`src/rtl/code_conv_pipe.sv`:
```
// Two-stage valid/ready code converter: pass-through, binary->Gray, Gray->binary, negate.
// Optional macro CODE_CONV_ERRCNT_EN adds an 8-bit saturating count of flagged output words.
module code_conv_pipe #(
    parameter int W = 4
) (
    input  logic         clk,
    input  logic         rst,
    input  logic         in_valid,
    output logic         in_ready,
    input  logic [W-1:0] in_data,
    input  logic [1:0]   mode,
    output logic         out_valid,
    input  logic         out_ready,
    output logic [W-1:0] out_data,
    output logic         out_err
`ifdef CODE_CONV_ERRCNT_EN
    ,
    output logic [7:0]   err_cnt
`endif
);

    localparam logic [W-1:0] W_MIN_NEG = {1'b1, {(W-1){1'b0}}};

    logic         r_s1_valid;
    logic [W-1:0] r_s1_data;
    logic [1:0]   r_s1_mode;
    logic         r_s2_valid;
    logic [W-1:0] r_s2_data;
    logic         r_s2_err;

    logic         w_s1_adv;
    logic         w_in_xfer;
    logic [W-1:0] w_res;
    logic         w_err;

    // Stage 1 moves into stage 2 when stage 2 is empty or draining this cycle.
    assign w_s1_adv  = r_s1_valid & (~r_s2_valid | out_ready);
    assign in_ready  = ~rst & (~r_s1_valid | w_s1_adv);
    assign w_in_xfer = in_valid & in_ready;

    always_comb begin
        w_res = r_s1_data;
        w_err = 1'b0;
        case (r_s1_mode)
            2'b00: w_res = r_s1_data;
            2'b01: w_res = r_s1_data ^ (r_s1_data >> 1);
            2'b10: begin
                for (int k = 0; k < W; k++) begin
                    w_res[k] = ^(r_s1_data >> k);
                end
            end
            default: begin
                w_res = ~r_s1_data + 1'b1;
                w_err = (r_s1_data == W_MIN_NEG);
            end
        endcase
    end

    always_ff @(posedge clk) begin
        if (rst) begin
            r_s1_valid <= 1'b0;
            r_s1_data  <= '0;
            r_s1_mode  <= 2'b00;
            r_s2_valid <= 1'b0;
            r_s2_data  <= '0;
            r_s2_err   <= 1'b0;
        end else begin
            if (w_in_xfer) begin
                r_s1_valid <= 1'b1;
                r_s1_data  <= in_data;
                r_s1_mode  <= mode;
            end else if (w_s1_adv) begin
                r_s1_valid <= 1'b0;
            end

            if (w_s1_adv) begin
                r_s2_valid <= 1'b1;
                r_s2_data  <= w_res;
                r_s2_err   <= w_err;
            end else if (out_ready) begin
                r_s2_valid <= 1'b0;
            end
        end
    end

    assign out_valid = r_s2_valid;
    assign out_data  = r_s2_data;
    assign out_err   = r_s2_err;

`ifdef CODE_CONV_ERRCNT_EN
    logic [7:0] r_err_cnt;

    always_ff @(posedge clk) begin
        if (rst) begin
            r_err_cnt <= 8'd0;
        end else if (r_s2_valid && out_ready && r_s2_err && (r_err_cnt != 8'hFF)) begin
            r_err_cnt <= r_err_cnt + 8'd1;
        end
    end

    assign err_cnt = r_err_cnt;
`endif

endmodule

```
`config.mk`:
```
export PLATFORM = sky130hd
export DESIGN_NAME = code_conv_pipe
export DESIGN_NICKNAME = d
export VERILOG_FILES = /design/src/rtl/code_conv_pipe.sv
export SDC_FILE = /design/constraint.sdc
export NUM_CORES = 1
export LEC_CHECK = 0
export BUFFER_PORTS_ARGS = -buffer_cell sky130_fd_sc_hd__buf_4
export CAP_MARGIN = 25
export CORE_AREA = 2 2 39 41
export CTS_BUF_LIST = sky130_fd_sc_hd__clkbuf_4 sky130_fd_sc_hd__clkbuf_8
export DETAILED_ROUTE_END_ITERATION = 10
export DIE_AREA = 0 0 41 43
export PLACE_DENSITY = 0.77
export RECOVER_POWER = 25
export REMOVE_ABC_BUFFERS = 1
export SLEW_MARGIN = 5
export SYNTH_ARGS = -nofsm -noshare
export SYNTH_HDL_FRONTEND = slang
export SYNTH_SLANG_ARGS = --single-unit
```
`constraint.sdc`:
```
create_clock -name clk -period 4.6 [get_ports clk]
set_input_delay 0.46 -clock clk [delete_from_list [all_inputs] [get_ports clk]]
set_output_delay 0.46 -clock clk [all_outputs]
set_load 0.01 [all_outputs]
```
* Word level (Yosys, flattened, before mapping)
Index checks and enable logic that the tools add are counted.
** Word-level totals
- Bits in registers :: 13
- Bits of input ports :: 10
- Logic and storage cells :: 34
** Operators by class
- Add/sub/neg operators :: 1
- Equality and inequality tests :: 3
- Mux-type cells :: 6
- Bitwise operators :: 10
- Reductions and logical operators :: 8
** Operators with widths (number)
- 4-bit XOR reduction :: 4
- 4-bit case mux with 3 select lines :: 1
- 1-bit two-way mux :: 5
- 4-bit by 1-bit adder with 4-bit output, second input constant :: 1
- 4-bit equality test, second input constant :: 1
- 4-bit inverter :: 1
- 2-bit nonzero test :: 2
- 4-bit by 3-bit XOR with 4-bit output :: 1
- 1-bit bitwise AND :: 3
- 1-bit inverter :: 3
- 3-bit OR reduction :: 1
- 2-bit by 1-bit equality test with 1-bit output, second input constant :: 1
- 2-bit equality test, second input constant :: 1
- 2-bit logical NOT :: 1
- 1-bit bitwise OR :: 2

* Longest topological paths before layout
- Word-level depth :: 7
- Mapped depth :: 5
- Depth with buffers taken out :: 5

* Least setup slack after synthesis
Ideal clock, no wire load.
- Path kind :: register -> register
- Start point :: register r_s1_data[2]
- End point :: register r_s2_data[1] (netlist: out_data[1])
- Setup time :: 122 ps
- Arrival time :: 1540 ps
- Required time :: 4478 ps
- Slack :: 2938 ps
- Cell stages (with the launch flop) :: 6
- Buffers on the path :: 0
- Period minus slack after synthesis :: 1662 ps
- Path through :: dfxtp_1 inv_1 ha_1 xor2_1 mux4_2 o311a_1
** Between the ends
- Word-level cells in the longest chain between the ends :: 2
- Elaborated cells between the ends (all ways) :: 3
- Classes of those cells :: mux: 1; bitwise: 1; reduce/logical: 1
** Ends and longest elaborated chain
- start, declared :: line 25 : logic [W-1:0] r_s1_data;
- start signal, assigned :: line 70 : r_s1_data <= in_data;
- 4-bit XOR reduction or 4-bit by 3-bit XOR with 4-bit output (tied branches) :: line 49, 46
- 4-bit case mux with 3 select lines (*) :: line 44 : case (r_s1_mode)
- end signal, assigned :: line 78 : r_s2_data <= w_res;
- end, declared :: line 28 : logic [W-1:0] r_s2_data;
Every way passes the cells marked *; elsewhere a longest branch is shown, timed or not.
A chain may end at the register's enable or synchronous reset.

* Worst setup path after layout
Same ends and word-level chain as after synthesis.

==> flow_summary.json <==
{
  "hpwl_um": 986,
  "drc": 0,
  "drv_slew": 0,
  "fin_crit_sh_pct": 38.8,
  "avgSynthCellArea_um2": 9.21,
  "nFillCells": 129,
  "insertion_delay_ns": 0.29,
  "grt_overflow": 0,
  "p_switching_uw": 71.6,
  "ys_seq_elements": 13,
  "wire_per_inst_um": 12.3,
  "p_leak_nw": 0.361,
  "grt_pass1_vias": 499,
  "place.gp.congestion": 0.860,
  "final_area_um2": 830,
  "cts-root-buf": "clkbuf_4",
  "max_freq_ghz": 0.560,
  "syn_inst": 74,
  "netSwitchingFraction_pct": 27.7,
  "clockPowerShare_pct": 30.8,
  "comb_power_share_pct": 19.7,
  "yosysWarnings": 0,
  "power_density_mw_per_mm2": 312,
  "seqPwrFrac_pct": 49.5,
  "final_nets": 106,
  "pin_count": 17,
  "crit_arrival_ns": 1.96,
  "vias_per_cell": 5.41,
  "drt_first_pass_iters": 2,
  "grt_pass1_wl_um": 2100,
  "cts_resized": 0,
  "synth_top_area_cell": "dfxtp_1",
  "setup.worst_path.class": "flop to flop",
  "ys.flop_type": "dfxtp_1",
  "synthTopCellsByArea": "dfxtp_1, mux2_1, ha_1",
  "yosys.cell_count.top_type": "dfxtp_1",
  "slew-limit-headroom_pct": 76.5,
  "outcome": "complete, no violations",
  "startpoint_type": "flop",
  "finClkSkew_ns": 0.00522,
  "hold_class": "primary input to flop",
  "max_cap_viol_count": 0,
  "cts_buffer_depth": 2,
  "cp.required_ns": 4.78,
  "grt_max_degree": 13,
  "ant_nets": 0,
  "clock-sinks": 13,
  "portBuffers": 16,
  "area_growth_pct": 21.7,
  "vias": 584,
  "cts_htree_levels": 1,
  "totalWireLength_um": 1330,
  "die_y_um": 43,
  "crit_fanout": 3,
  "core_mm2": 0.00138,
  "drive_above_1_share_pct": 21.7,
  "cp_top_family": "multiplexers",
  "post_cts_buffers": 0,
  "rsz0062_at_grt": "no",
  "die_w_um": 41,
  "dieArea_mm2": 0.00176,
  "tightest_slew_ns": 0.352,
  "ir_drop_uv": 184,
  "endpoint_kind": "flop",
  "cts_tree": "yes",
  "ys_top_cells_by_count": "dfxtp_1, a21oi_1, nor2b_1",
  "numCtsBuffers": 3,
  "multi_input_comb_area_um2": 388,
  "synth_cell_types": 31,
  "synth_edf_count": 0,
  "path_cells": "inv_1 > ha_1 > xor2_1 > mux4_2 > o311a_1",
  "path_buf_inv": 1,
  "hold_viol_final": 0,
  "rows": 14,
  "p_int_uw": 187,
  "antenna_cells": 0,
  "syn_area_um2": 682,
  "synth.yosys.seq_area_share_pct": 38.2,
  "async_reset_ff_share_pct": 0,
  "fin_setup_tns_ns": 0,
  "antenna_found_initial": 0,
  "slowest_stage": "mux4_2",
  "max_stage_delay_ns": 0.47,
  "final-setup-viol-count": 0,
  "synth_top_area_share_pct": 38.2,
  "path_clk_slew_ns": 0.08,
  "cts-hold-fix-buffers": 0,
  "track_usage_pct": 17.9,
  "drt_iter0_drc": 8,
  "initial_core_util_pct": 49.3,
  "register_area_um2": 260,
  "postPlaceCellArea_um2": 811,
  "fin_crit_ns": 1.79
}
flip-flops by register name, summed over array words and instances (netlist names):
signal / flops
out_err: 1
r_s1_data: 4
out_valid: 1
r_s1_valid: 1
r_s1_mode: 2
out_data: 4
per-layer routing:
| metal | GRT usage (%) | vias up | wire, um |
|---|---|---|---|
| li1 | - | 300 | - |
| met1 | 22.0 | 264 | 614 |
| met2 | 25.0 | 15 | 594 |
| met3 | 6.28 | 5 | 73 |
| met4 | 12.0 | 0 | 44 |
| met5 | 0 | - | 0 |
through the flow:
stage               hold WS (ns)  instances  util (%)  power [mW]  setup slack, ns
floorplan                  0.493         72         -       0.163             2.94
global placement           0.465        104      58.6       0.181             2.91
detailed placement         0.465        104      58.6       0.183             2.82
CTS                        0.373        108      60.8       0.262             2.80
global route               0.370        108      59.9       0.274             2.76
finish                     0.376        108      59.9       0.259             2.81
cells by family (layout without fill, tap and decap cells):
logic type / count (synthesis) / in the layout / share of synthesized area (%)
adders and majority gates: 3 / 3 / 5.51
buffers and inverters: 8 / 26 / 4.95
and+or+nand+nor: 22 / 22 / 17.3
AOI/OAI and AO/OA: 19 / 19 / 18.7
muxes: 6 / 6 / 11.6
xor gates and xnor gates: 3 / 3 / 3.85
DFF: 13 / 13 / 38.2
layout by cell type, fill, tap and decap left out, drive strengths merged, types with 3 or more instances in the layout:
master / n
nor2b: 6
nand2: 6
mux2: 5
inv: 6
o21ai: 3
ha: 3
nor2: 3
buf: 13
a21oi: 7
dfxtp: 13
clkbuf: 7
power groups by stage:
stage	clock network (mW)	registers [mW]	logic (mW)
6_report	0.0798	0.128	0.0509
5_1_grt	0.0884	0.130	0.0561
4_1_cts	0.0812	0.128	0.0521
3_5_place_dp	0	0.131	0.0518
3_3_place_gp	0	0.131	0.0503
2_1_floorplan	0	0.130	0.0323
final timing paths:
kind / from / end / slack (ns) / cells after the start
max reg2reg: r_s1_data[2] / out_data[1] / 2.81 / 5
max: r_s1_data[2] / out_data[1] / 2.81 / 5
min: mode[1] / r_s1_mode[1] / 0.38 / 2
min reg2reg: out_data[2] / out_data[2] / 0.48 / 2
cell type report:
cell class | instances | area share, %
timing repair buffer | 16 | 13.1
sequential | 13 | 31.4
tap | 16 | 2.41
multi-input combinational | 53 | 46.8
inverter | 6 | 2.71
clock buffer | 4 | 3.62
(Power assumes the default switching activity.)
